===== config.mk =====
export PLATFORM = sky130hd
export DESIGN_NAME = irq_arbiter
export DESIGN_NICKNAME = d
export VERILOG_FILES = /design/src/rtl/irq_arbiter.sv
export SDC_FILE = /design/constraint.sdc
export NUM_CORES = 1
export LEC_CHECK = 0
export ABC_AREA = 1
export ABC_CLOCK_PERIOD_IN_PS = 8800
export BUFFER_PORTS_ARGS = -buffer_cell sky130_fd_sc_hd__buf_2
export CORE_UTILIZATION = 51
export DETAILED_ROUTE_END_ITERATION = 8
export PLACE_DENSITY = 0.78
export SYNTH_ARGS = -nofsm -noshare
export SYNTH_HDL_FRONTEND = slang
export SYNTH_SLANG_ARGS = --single-unit

===== constraint.sdc =====
create_clock -name pclk -period 8.8 [get_ports pclk]
set_input_delay 0.88 -clock pclk [delete_from_list [all_inputs] [get_ports pclk]]
set_output_delay 0.88 -clock pclk [all_outputs]
set_load 0.005 [all_outputs]

===== src/rtl/irq_arbiter.sv =====
// irq_arbiter: APB-mapped 8-source priority interrupt arbiter with claim/complete handshake.
module irq_arbiter #(
  parameter int ADDR_WIDTH = 32,
  parameter int DATA_WIDTH = 32,
  parameter logic [ADDR_WIDTH-1:0] BASE_ADDR = 32'h20001000
) (
  input  logic                  pclk,
  input  logic                  presetn,
  input  logic [ADDR_WIDTH-1:0] paddr,
  input  logic [DATA_WIDTH-1:0] pdata,
  output logic [DATA_WIDTH-1:0] prdata,
  input  logic                  psel,
  input  logic                  penable,
  input  logic                  pwrite,
  input  logic [3:0]            pstb,
  output logic                  pready,
  output logic                  perr,
  input  logic [7:0]            irq_src,
  output logic                  cpu_interrupt
);
  typedef enum logic [1:0] {IDLE, ACCESS, DONE} state_t;
  state_t state;
  logic [7:0] pending, enable, active, irq_prev, rise;
  logic [7:0] claim_mask, w1c_mask, cmp_mask;
  logic [7:0][2:0] prio;
  logic [2:0] threshold, idx, best, sel;
  logic found, hit, acc_wr, acc_rd;
  logic [31:0] prio_word, rd_word;
  logic [ADDR_WIDTH-1:0] off;
  logic [3:0] cid;
  logic unused_bits;
  assign perr = 1'b0;
  assign unused_bits = ^{pstb, pdata};
  assign off = paddr - BASE_ADDR;
  assign hit = off < ADDR_WIDTH'(24) && off[1:0] == 2'b00;
  assign sel = off[4:2];
  assign acc_wr = state == ACCESS && pwrite && hit;
  assign acc_rd = state == ACCESS && !pwrite && hit;
  assign rise = irq_src & ~irq_prev;
  assign cid = pdata[3:0];
  // Strict '>' on priority keeps the lowest index on ties.
  always_comb begin
    found = 1'b0;
    idx = '0;
    best = '0;
    prio_word = '0;
    for (int i = 0; i < 8; i++) begin
      prio_word[4*i +: 3] = prio[i];
      if (pending[i] && enable[i] && !active[i] && prio[i] > threshold && (!found || prio[i] > best)) begin
        found = 1'b1;
        idx = 3'(i);
        best = prio[i];
      end
    end
  end
  assign claim_mask = acc_rd && sel == 3'd4 && found ? 8'h01 << idx : 8'h00;
  assign w1c_mask = acc_wr && sel == 3'd0 ? pdata[7:0] : 8'h00;
  assign cmp_mask = acc_wr && sel == 3'd4 && cid != 4'd0 && cid <= 4'd8 ? 8'h01 << (cid - 4'd1) : 8'h00;
  assign rd_word = sel == 3'd0 ? {24'h0, pending} :
                   sel == 3'd1 ? {24'h0, enable} :
                   sel == 3'd2 ? prio_word :
                   sel == 3'd3 ? {29'h0, threshold} :
                   sel == 3'd4 ? {28'h0, found ? 4'(idx) + 4'd1 : 4'd0} :
                   {24'h0, active};
  always_ff @(posedge pclk or negedge presetn) begin
    if (!presetn) begin
      state <= IDLE;
      pready <= 1'b0;
      prdata <= '0;
      cpu_interrupt <= 1'b0;
      pending <= '0;
      enable <= '0;
      active <= '0;
      irq_prev <= '0;
      prio <= '0;
      threshold <= '0;
    end else begin
      irq_prev <= irq_src;
      pending <= (pending & ~(w1c_mask | claim_mask)) | rise;
      active <= (active | claim_mask) & ~cmp_mask;
      cpu_interrupt <= found;
      state <= state == IDLE ? (psel && penable ? ACCESS : IDLE) : state == ACCESS ? DONE : IDLE;
      pready <= state == ACCESS;
      if (state == ACCESS && !pwrite)
        prdata <= hit ? DATA_WIDTH'(rd_word) : '0;
      if (acc_wr && sel == 3'd1)
        enable <= pdata[7:0];
      if (acc_wr && sel == 3'd2)
        for (int i = 0; i < 8; i++) prio[i] <= pdata[4*i +: 3];
      if (acc_wr && sel == 3'd3)
        threshold <= pdata[2:0];
    end
  end
endmodule

==> run_results.csv, run 1 <==
group,metric,value,unit
status,run_status,"finished, violations left",
grt,grt_remaining_overflow,0,
detailed_routing,finalWirelength,18650,um
detailed_routing,drt.antenna.violating_nets,0,
worst_setup_path,required_time_at_the_worst_slack_endpoint,9.09,ns
detailed_routing,detailroute.wirelength.met3,1175,um
power,lkg_pwr,0.004236,uW
worst_setup_path,cp_max_fo,6,
detailed_routing,initialDrtViolationCount,391,
grt,number_of_antenna_violations_at_the_first_check_in_global_routing,0,
synth,largest_family_of_logic_cells_by_synthesized_area,"simple AND/OR/NAND/NOR gates",
synth,synthesis.area,5851,um^2
floorplan,io-pin-count,116,
flow_run,cap_viol_max_count,0,
synth,synth_enable_flop_cells,0,
detailed_routing,route.met2.wl,9463,um
sta,setup_viol_count_final,14,
sta,max_freq,0.1103,GHz
synth,synth_simple_gate_area_frac,0.2853,
cts,cts_buffers,9,
layout,fin_cells,1058,
cts,cts_hold_buffers,0,
worst_setup_path,worst_ep_arrival_time,9.35,ns
detailed_routing,post_drt_wl_per_cell,17.63,um
placement,place.detailed.hpwl,11350,um
floorplan,initial_core_util,0.5304,
floorplan,die_w,109.1,um
sta,worst_slew_margin_rel,0.3090,
cts,clkSinkCount,88,
sta,min_period,9.067,ns
synth,post_synth_xor_area_fraction,0.001497,
detailed_routing,drt-vias-per-instance,5.601,
synth,synth_compound_area_frac,0.1373,
sta,grt_setup_unrepaired,"true",
worst_setup_path,worst-path-buf-inv,8,
sta,worst_pin_slew,1.029,ns
floorplan,die_area,11900,um^2
synth,postSynth.asyncResetShare,1.000,
synth,yosys.cell_types.count,44,
worst_setup_path,cp-end-kind,"register",
layout,fraction_of_final_layout_cells_sized_beyond_drive_strength_1,0.4041,
grt,gr-usage-all-layers,0.2962,
grt,grt_pass1_wl,27190,um
detailed_routing,wirelength_met1,7097,um
synth,synth_warnings,0,
worst_setup_path,path_common_cell,"sky130_fd_sc_hd__nand2_1",
worst_setup_path,critPathLaunchType,"register",
power,max-vdd-ir-drop,0.1088,mV
synth,synth_cells,747,
worst_setup_path,crit_path_top_delay_cell,"sky130_fd_sc_hd__dfrtp_1",
sta,timing_hold_violations_final,0,
power,powerDensity,114.0,nW/um^2
placement,dpl.cell_count,1017,
sta,clock-skew-final,0.007941,ns
cts,cts_max_path_buffers,2,
detailed_routing,firstDrtPassIters,5,
synth,synth.ff_latch_count,88,
floorplan,core_area,11030,um^2
floorplan,core.rowCount,38,
synth,ys_dominant_reg_cell,"sky130_fd_sc_hd__dfrtp_1",
detailed_routing,dr.max_layer_used,"met4",
cts,clk_latency,0.35,ns
sta,report.final.slew_viol_count,0,
synth,synth.yosys.seq_area_share,0.3764,
cts,cts.reportedPaths.clkPinSlew,0.06,ns
grt,first_global_vias,5826,
layout,number_of_fill_cells_in_the_layout,809,
cts,clock_tree.htree_level_count,3,
sta,summed_negative_setup_slack_over_all_endpoints,-1.263,ns
layout,syn2layout_area_growth,38.24,%
sta,finalWorstSetupSlack,-0.2667,ns
cts,tritoncts_clock_tree,"built",
sta,whs,0.4031,ns
detailed_routing,drc,0,
placement,io_buffer_count,98,
grt,grt_max_degree,64,
synth,post_synth_fa_ha_maj_area_fraction,0.1091,
placement,globalplace.congestion,0.9053,
min_path,hold_class,"reg2reg",
floorplan,chipHeight,109.1,um
synth,portion_of_netlist_area_occupied_by_mux_cells,0,
sta,post-route-period-util,1.030,
worst_setup_path,critical-path-max-stage-delay,0.40,ns
layout,antenna_cell_count,0,
worst_setup_path,critPathKind,"reg2reg",
status,violations_in_the_final_reports,"negative setup slack",
layout,final_net_count,1045,
detailed_routing,detailroute.via_count,5926,
cts,cts_root_buf,"sky130_fd_sc_hd__clkbuf_16",
synth,average_cell_area_after_synthesis,7.832,um^2
worst_setup_path,timing.critical_path.max_delay_family,"simple AND/OR/NAND/NOR gates",
## final cells by class
| class | instances | area [um^2] | area share |
|---|---|---|---|
| Clock buffer | 12 | 256.5 | 0.03171 |
| Clock inverter | 4 | 98.84 | 0.01222 |
| Inverter | 96 | 375.4 | 0.04641 |
| Multi-Input combinational cell | 546 | 3882 | 0.4800 |
| Sequential cell | 88 | 2202 | 0.2723 |
| Tap cell | 140 | 175.2 | 0.02166 |
| Timing Repair Buffer | 172 | 1097 | 0.1357 |
## cell usage after synthesis (3+ instances only)
cell type,n,area (um^2)
sky130_fd_sc_hd__a32o_1,18,180.2
sky130_fd_sc_hd__nor3_1,6,30.03
sky130_fd_sc_hd__a31oi_1,3,18.77
sky130_fd_sc_hd__inv_2,9,33.78
sky130_fd_sc_hd__a21oi_1,37,185.2
sky130_fd_sc_hd__o21ai_0,21,105.1
sky130_fd_sc_hd__nand3_2,12,120.1
sky130_fd_sc_hd__buf_2,9,45.04
sky130_fd_sc_hd__nand2_1,191,716.9
sky130_fd_sc_hd__buf_4,8,60.06
sky130_fd_sc_hd__nor2_1,52,195.2
sky130_fd_sc_hd__nor2_2,7,43.79
sky130_fd_sc_hd__o211ai_1,5,37.54
sky130_fd_sc_hd__nand3_1,59,295.3
sky130_fd_sc_hd__ha_1,51,638.1
sky130_fd_sc_hd__o21ai_1,19,95.09
sky130_fd_sc_hd__and2_1,6,37.54
sky130_fd_sc_hd__inv_1,85,319.1
sky130_fd_sc_hd__or2_2,5,31.28
sky130_fd_sc_hd__nand2_2,9,56.30
sky130_fd_sc_hd__o21ai_2,10,87.58
sky130_fd_sc_hd__nand2_4,4,45.04
sky130_fd_sc_hd__nand4_1,3,18.77
sky130_fd_sc_hd__clkbuf_1,3,11.26
sky130_fd_sc_hd__dfrtp_1,88,2202
sky130_fd_sc_hd__o21a_1,4,30.03
## per-layer routing
layer / track usage / up-vias
met5: 0 / -
met4: 0.1438 / 0
met3: 0.05380 / 84
met2: 0.5144 / 264
met1: 0.3509 / 2778
li1: - / 2800
## through the flow
stage	power (uW)	util	setup WS (ns)	area [um^2]
floorplan	439.4	-	0.03602	5873
global placement	469.7	0.6121	-0.3150	6751
detailed placement	470.4	0.6121	-0.4768	6751
CTS	922.2	0.6789	0.004416	7488
global route	950.1	0.7332	-0.7815	8088
finish	921.9	0.7332	-0.2667	8088
## where the power goes
group	total, uW	internal (uW)	switching (uW)
Combinational	55.8	19.0	36.7
Clock	458	294	164
Sequential	408	407	0.922
Total	922	720	202
## path summary, 6_finish.rpt
path                         startpoint    endpoint  slack, ns  depth (start not counted)
max                        threshold[1]   prdata[1]      -0.27                         77
min                         irq_prev[6]  pending[6]       0.40                          1
max reg2reg                threshold[1]   prdata[1]      -0.27                         77
min reg2reg                 irq_prev[6]  pending[6]       0.40                          1
max in group asynchronous       presetn     prio[0]       7.27                          2
min in group asynchronous       presetn    prio[19]       0.42                          1
## repair_timing
| action | CTS | global route |
|---|---|---|
| resized for setup | 53 | 128 |
| endpoints found under the hold margin | 0 | 0 |
| gates cloned | 0 | 0 |
| buffers inserted | 18 | 10 |
| pin swaps | 46 | 87 |
| setup endpoints to repair | 19 | 20 |
## sequential cells by signal (all words and copies together) (netlist names)
name and count:
prio 24, pready 1, irq_prev 8, state 1, pending 8, cpu_interrupt 1, enable 8, active 8
threshold 3, prdata 26
## cell families (layout without fill, tap and decap cells)
kind of cell,count (synthesis),after routing
AND/OR/NAND/NOR,362,362
AO/OA/AOI/OAI,125,125
XOR/XNOR,1,1
flip-flops,88,88
adder cells (fa/ha/maj),51,51
buffers and inverters,119,284
other,1,7
## placed cells by master, fill, tap and decap left out, types with 15 or more instances in the layout
master and count:
sky130_fd_sc_hd__buf_4 62, sky130_fd_sc_hd__dfrtp_1 88, sky130_fd_sc_hd__buf_2 97, sky130_fd_sc_hd__inv_1 75, sky130_fd_sc_hd__nand3_2 24, sky130_fd_sc_hd__nor2_1 45, sky130_fd_sc_hd__o21ai_1 23, sky130_fd_sc_hd__nand2_4 19
sky130_fd_sc_hd__nand2_2 34, sky130_fd_sc_hd__nand3_1 41, sky130_fd_sc_hd__a32o_1 18, sky130_fd_sc_hd__nand2_1 151, sky130_fd_sc_hd__ha_1 28, sky130_fd_sc_hd__o21ai_2 15, sky130_fd_sc_hd__a21oi_1 24, sky130_fd_sc_hd__ha_4 22
Power figures use the tool's default switching activity.
==> run 2: changes to the inputs <==
--- a/config.mk
+++ b/config.mk
@@ -8,9 +8,11 @@
 export ABC_AREA = 1
 export ABC_CLOCK_PERIOD_IN_PS = 8800
 export BUFFER_PORTS_ARGS = -buffer_cell sky130_fd_sc_hd__buf_2
-export CORE_UTILIZATION = 51
+export CELL_PAD_IN_SITES_DETAIL_PLACEMENT = 1
+export CELL_PAD_IN_SITES_GLOBAL_PLACEMENT = 1
+export CORE_UTILIZATION = 37
 export DETAILED_ROUTE_END_ITERATION = 8
-export PLACE_DENSITY = 0.78
+export PLACE_DENSITY_LB_ADDON = 0.1
 export SYNTH_ARGS = -nofsm -noshare
 export SYNTH_HDL_FRONTEND = slang
 export SYNTH_SLANG_ARGS = --single-unit
==> constraint.sdc (replaced) <==
create_clock -name pclk -period 8.8 [get_ports pclk]
set_input_delay 0.44 -clock pclk [delete_from_list [all_inputs] [get_ports pclk]]
set_output_delay 0.44 -clock pclk [all_outputs]
set_load 0.005 [all_outputs]
==> run_results.csv, run 2 (synthesis gave the netlist of run 1 again) <==
group,metric,value,unit
status,run_status,"finished, violations left",
status,violations_in_the_final_reports,"negative setup slack",
layout,commonest_non_fill_non_tap_cell_in_the_layout,"sky130_fd_sc_hd__nand2_1",
sta,summed_negative_setup_slack_over_all_endpoints,-1.366,ns
cts,cts_max_path_buffers,2,
sta,worst_slew_margin_rel,0.3552,
sta,max_freq,0.1110,GHz
sta,report.final.slew_viol_count,0,
layout,layout_common_cells,"sky130_fd_sc_hd__nand2_1, sky130_fd_sc_hd__buf_2, sky130_fd_sc_hd__dfrtp_1",
worst_setup_path,worst_ep_arrival_time,9.31,ns
detailed_routing,drt-vias-per-instance,5.055,
sta,worst_pin_slew,0.9612,ns
placement,place.detailed.hpwl,14280,um
worst_setup_path,path_common_cell,"sky130_fd_sc_hd__nand2_1",
worst_setup_path,critical-path-max-stage-delay,0.39,ns
grt,first_global_vias,6180,
grt,number_of_antenna_violations_at_the_first_check_in_global_routing,0,
floorplan,io-pin-count,116,
cts,clkSinkCount,88,
worst_setup_path,crit_path_top_delay_cell,"sky130_fd_sc_hd__dfrtp_1",
flow_run,cap_viol_max_count,0,
placement,place_area,6908,um^2
detailed_routing,finalWirelength,20490,um
power,powerDensity,109.4,nW/um^2
layout,ff_latch_area,2202,um^2
layout,antenna_cell_count,0,
floorplan,die_w,127.7,um
sta,whs,0.03856,ns
power,power.switching_fraction,0.2484,
sta,min_period,9.009,ns
detailed_routing,drc,0,
power,power.share.combinational,0.065,
cts,tritoncts_clock_tree,"built",
sta,clock-skew-final,0.01169,ns
layout,multiInputGateArea,3851,um^2
cts,cts_root_buf,"sky130_fd_sc_hd__clkbuf_16",
power,switchingPower,223.3,uW
sta,timing_hold_violations_final,0,
layout,number_of_fill_cells_in_the_layout,1867,
layout,reg_top3,"prdata (26), prio (24)",
cts,cts_buffers,9,
floorplan,core_area,15310,um^2
power,design_internal_power,675.5,uW
sta,grt_setup_unrepaired,"true",
detailed_routing,detailroute.via_count,5788,
grt,grt_remaining_overflow,0,
layout,fraction_of_final_layout_cells_sized_beyond_drive_strength_1,0.4176,
layout,final_net_count,1062,
sta,finalWorstSetupSlack,-0.2094,ns
grt,grt_max_degree,54,
worst_setup_path,cp-end-kind,"register",
cts,clock_tree.htree_level_count,3,
placement,pre_cts_worst_setup_slack,-0.7657,ns
detailed_routing,drt.antenna.violating_nets,0,
layout,syn2layout_area_growth,40.46,%
cts,clk_latency,0.36,ns
grt,grt_pass1_wl,31450,um
worst_setup_path,critPathLaunchType,"register",
placement,globalplace.congestion,0.8307,
cts,cts.reportedPaths.clkPinSlew,0.07,ns
detailed_routing,firstDrtPassIters,4,
power,max-vdd-ir-drop,0.1160,mV
power,power.sequential.fraction,0.453,
sta,setup_viol_count_final,12,
worst_setup_path,cp_max_fo,7,
detailed_routing,initialDrtViolationCount,230,
sta,post-route-period-util,1.024,
layout,postLayoutCellArea,8218,um^2
layout,largest_register_ff_count,26,
grt,gr-usage-all-layers,0.2499,
floorplan,chipHeight,127.7,um
placement,io_buffer_count,98,
worst_setup_path,timing.reg2reg.setup_slack,-0.21,ns
worst_setup_path,required_time_at_the_worst_slack_endpoint,9.10,ns
floorplan,initial_core_util,0.3820,
floorplan,core.rowCount,45,
layout,registers.top_by_ff_count,"prdata",
min_path,hold_class,"in2async",
detailed_routing,post_drt_wl_per_cell,17.89,um
power,pwr-share-clk,0.481,
worst_setup_path,critPathKind,"reg2reg",
power,lkg_pwr,0.004268,uW
floorplan,die_area,16320,um^2
-- run 2: changes by cell type in the layout (fill, tap and decap cells not counted), moves of 2 or more --
cell and delta:
sky130_fd_sc_hd__nand2_2 +2, sky130_fd_sc_hd__nand3_4 -4, sky130_fd_sc_hd__clkbuf_8 -2, sky130_fd_sc_hd__nor2_4 +3
sky130_fd_sc_hd__nand3_2 +2, sky130_fd_sc_hd__buf_6 -4, sky130_fd_sc_hd__buf_4 +21, sky130_fd_sc_hd__inv_2 +3
sky130_fd_sc_hd__nor2_2 -2, sky130_fd_sc_hd__nand3_1 +2, sky130_fd_sc_hd__clkinvlp_4 +2, sky130_fd_sc_hd__nand2_4 -2
sky130_fd_sc_hd__inv_1 -2
-- run 2: final cells by class --
cell class,count,share of cell area
Timing Repair Buffer,189,0.1472
Tap cell,211,0.03213
Clock inverter,6,0.01127
Inverter,96,0.04537
Clock buffer,9,0.02741
Sequential cell,88,0.2680
Multi-Input combinational cell,546,0.4686
-- run 2: metrics by stage --
stage | total power [uW] | util | instances
floorplan | 439.4 | - | 753
finish | 898.8 | 0.5366 | 1145
CTS | 906.3 | 0.4978 | 1128
global placement | 472.2 | 0.4511 | 1097
detailed placement | 474.2 | 0.4511 | 1097
global route | 925.1 | 0.5366 | 1145
-- run 2: routing by layer --
layer / vias to the layer above / part of all wire / wire length [um] / global-route usage
met1: 2871 / 0.44 / 9076 / 0.3018
met2: 81 / 0.52 / 10690 / 0.4584
met4: 0 / 0.015 / 303 / 0.08235
met5: - / 0 / 0 / 0
met3: 17 / 0.021 / 421 / 0.03047
li1: 2819 / - / - / -
-- run 2: timing repair --
action                                  CTS  global route
endpoints found under the setup margin   20            20
setup buffers                            16            18
hold buffers                              0             0
pin swaps                                38            91
resized for setup                        56           118
-- run 2: worst paths after layout --
check,startpoint,endpoint,cells after the start
worst max-delay path,threshold[1],prdata[1],77
worst min-delay path,presetn,prio[20],1
worst max register to register,threshold[1],prdata[1],77
worst min register to register,irq_prev[4],pending[4],1
max in group asynchronous,presetn,active[1],2
min in group pclk,irq_src[6],irq_prev[6],1
-- run 2: critical path, delay by kind of cell (launching register included) --
family,cells,cell delay [ns]
flip-flops,1,0.39
adder cells (fa/ha/maj),9,2.28
AO/OA/AOI/OAI,8,1.07
buffers and inverters,10,0.87
AND/OR/NAND/NOR,50,4.29
-- run 2: power groups by stage --
stage	clock (uW)	combinational [uW]	sequential, uW
2_1_floorplan	0	24.2	415
3_3_place_gp	0	57.0	415
3_5_place_dp	0	58.9	415
4_1_cts	439	59.4	407
5_1_grt	451	66.3	408
6_report	432	58.9	408
==> run 3: changes to the inputs <==
--- a/config.mk
+++ b/config.mk
@@ -8,11 +8,12 @@
 export ABC_AREA = 1
 export ABC_CLOCK_PERIOD_IN_PS = 8800
 export BUFFER_PORTS_ARGS = -buffer_cell sky130_fd_sc_hd__buf_2
-export CELL_PAD_IN_SITES_DETAIL_PLACEMENT = 1
-export CELL_PAD_IN_SITES_GLOBAL_PLACEMENT = 1
-export CORE_UTILIZATION = 37
+export CELL_PAD_IN_SITES_DETAIL_PLACEMENT = 2
+export CELL_PAD_IN_SITES_GLOBAL_PLACEMENT = 2
+export CORE_UTILIZATION = 29
 export DETAILED_ROUTE_END_ITERATION = 8
 export PLACE_DENSITY_LB_ADDON = 0.1
+export RECOVER_POWER = 100
 export SYNTH_ARGS = -nofsm -noshare
 export SYNTH_HDL_FRONTEND = slang
 export SYNTH_SLANG_ARGS = --single-unit
==> run_results.csv, run 3 (synthesis gave the netlist of run 1 again) <==
group,metric,value,unit
detailed_routing,drt.antenna.violating_nets,0,
layout,postLayoutCellArea,8591,um^2
detailed_routing,firstDrtPassIters,4,
sta,post-route-period-util,1.030,
grt,gr-usage-all-layers,0.2410,
worst_setup_path,path_common_cell,"sky130_fd_sc_hd__nand2_2",
floorplan,chipHeight,144.0,um
cts,clk_latency,0.36,ns
status,violations_in_the_final_reports,"max-capacitance violations, max-slew violations, negative setup slack",
floorplan,initial_core_util,0.2987,
layout,registers.top_by_ff_count,"prdata",
floorplan,core.rowCount,51,
worst_setup_path,cp_max_fo,6,
grt,grt_remaining_overflow,0,
cts,tritoncts_clock_tree,"built",
floorplan,die_w,144.0,um
floorplan,io-pin-count,116,
floorplan,core_area,19590,um^2
grt,grt_max_degree,64,
power,lkg_pwr,0.004318,uW
cts,cts_root_buf,"sky130_fd_sc_hd__clkbuf_16",
detailed_routing,post_drt_wl_per_cell,20.74,um
worst_setup_path,crit_path_top_delay_cell,"sky130_fd_sc_hd__dfrtp_1",
placement,place.detailed.hpwl,16870,um
cts,cts_buffers,9,
layout,fraction_of_final_layout_cells_sized_beyond_drive_strength_1,0.4257,
power,max-vdd-ir-drop,0.08251,mV
layout,layout_common_cells,"sky130_fd_sc_hd__nand2_1, sky130_fd_sc_hd__buf_4, sky130_fd_sc_hd__dfrtp_1",
floorplan,die_area,20750,um^2
status,run_status,"finished, violations left",
flow_run,cap_viol_max_count,1,
worst_setup_path,critPathKind,"reg2reg",
detailed_routing,finalWirelength,25330,um
layout,antenna_cell_count,0,
layout,final_core_utilization,0.4385,
sta,max_freq,0.1104,GHz
sta,grt_setup_unrepaired,"true",
placement,globalplace.congestion,0.8373,
sta,min_period,9.061,ns
layout,final_net_count,1083,
worst_setup_path,cp-end-kind,"register",
worst_setup_path,timing.reg2reg.setup_slack,-0.26,ns
sta,summed_negative_setup_slack_over_all_endpoints,-1.838,ns
grt,first_global_vias,6969,
sta,setup_viol_count_final,15,
placement,place_area,7020,um^2
detailed_routing,drc,0,
sta,report.final.slew_viol_count,64,
worst_setup_path,critical-path-max-stage-delay,0.38,ns
sta,clock-skew-final,0.01757,ns
grt,grt_pass1_wl,37680,um
sta,worst_slew_margin_rel,-1.406,
worst_setup_path,worst_ep_arrival_time,9.31,ns
layout,syn2layout_area_growth,46.83,%
sta,worst_pin_slew,3.609,ns
placement,io_buffer_count,98,
power,powerDensity,98.67,nW/um^2
min_path,hold_class,"in2reg",
detailed_routing,detailroute.via_count,6060,
cts,cts_max_path_buffers,2,
cts,cts.reportedPaths.clkPinSlew,0.07,ns
sta,finalWorstSetupSlack,-0.2608,ns
sta,timing_hold_violations_final,0,
grt,number_of_antenna_violations_at_the_first_check_in_global_routing,0,
cts,clkSinkCount,88,
layout,number_of_fill_cells_in_the_layout,2244,
layout,commonest_non_fill_non_tap_cell_in_the_layout,"sky130_fd_sc_hd__nand2_1",
worst_setup_path,required_time_at_the_worst_slack_endpoint,9.05,ns
cts,clock_tree.htree_level_count,3,
detailed_routing,initialDrtViolationCount,205,
detailed_routing,drt-vias-per-instance,4.963,
worst_setup_path,critPathLaunchType,"register",
layout,largest_register_ff_count,26,
layout,reg_top3,"prdata (26), prio (24)",
placement,pre_cts_worst_setup_slack,-0.9785,ns
run 3: final cells by class:
type                    instances  area, um^2  share of cell area
clock buffers                  11       242.7             0.02826
inverters                      96       376.6             0.04384
well taps                     265       331.6             0.03860
repair buffers                210        1353              0.1574
clock inverters                 5       40.04            0.004661
flip-flops and latches         88        2202              0.2563
multi-input cells             546        4045              0.4709
run 3: layer usage:
| metal | wire [um] | share of wire | track usage |
|---|---|---|---|
| met5 | 0 | 0 | 0 |
| met2 | 13910 | 0.55 | 0.4681 |
| met3 | 761 | 0.030 | 0.03311 |
| met1 | 10090 | 0.40 | 0.2687 |
| met4 | 571 | 0.023 | 0.07111 |
run 3: power breakdown:
group	switching [uW]	leakage (uW)	internal, uW
Sequential	1.01	0.00113	407
Combinational	42.1	0.00305	19.2
Clock	177	0.000140	202
run 3: worst max-delay path: cells and delay by family, from the launching register on:
kind / cells / cell delay, ns
AOI/OAI and AO/OA: 7 / 0.89
adders and majority gates: 9 / 2.47
buffers and inverters: 14 / 1.33
DFF: 1 / 0.38
and+or+nand+nor: 45 / 3.90
run 3: metrics by stage:
step	cells	hold WS (ns)	total power, uW
floorplan	753	0.1444	439.4
global placement	1157	0.3667	473.5
detailed placement	1157	0.3721	476.7
CTS	1205	0.1891	857.2
global route	1221	0.1851	882.1
finish	1221	0.2016	847.6
run 3: final timing paths:
check | startpoint | endpoint | depth (start not counted)
max reg2reg | threshold[2] | pending[4] | 75
max | threshold[2] | pending[4] | 75
min in group asynchronous | presetn | prdata[26] | 2
min reg2reg | irq_prev[2] | pending[2] | 1
max in group asynchronous | presetn | irq_prev[0] | 3
min | irq_src[1] | irq_prev[1] | 1
run 3: repair_timing:
| action | CTS | global route |
|---|---|---|
| hold buffers | 1 | 0 |
| endpoints found under the hold margin | 9 | 0 |
| setup endpoints to repair | 20 | 20 |
| pin swaps | 68 | 78 |
| buffers inserted | 31 | 17 |
| gates resized for setup | 89 | 127 |
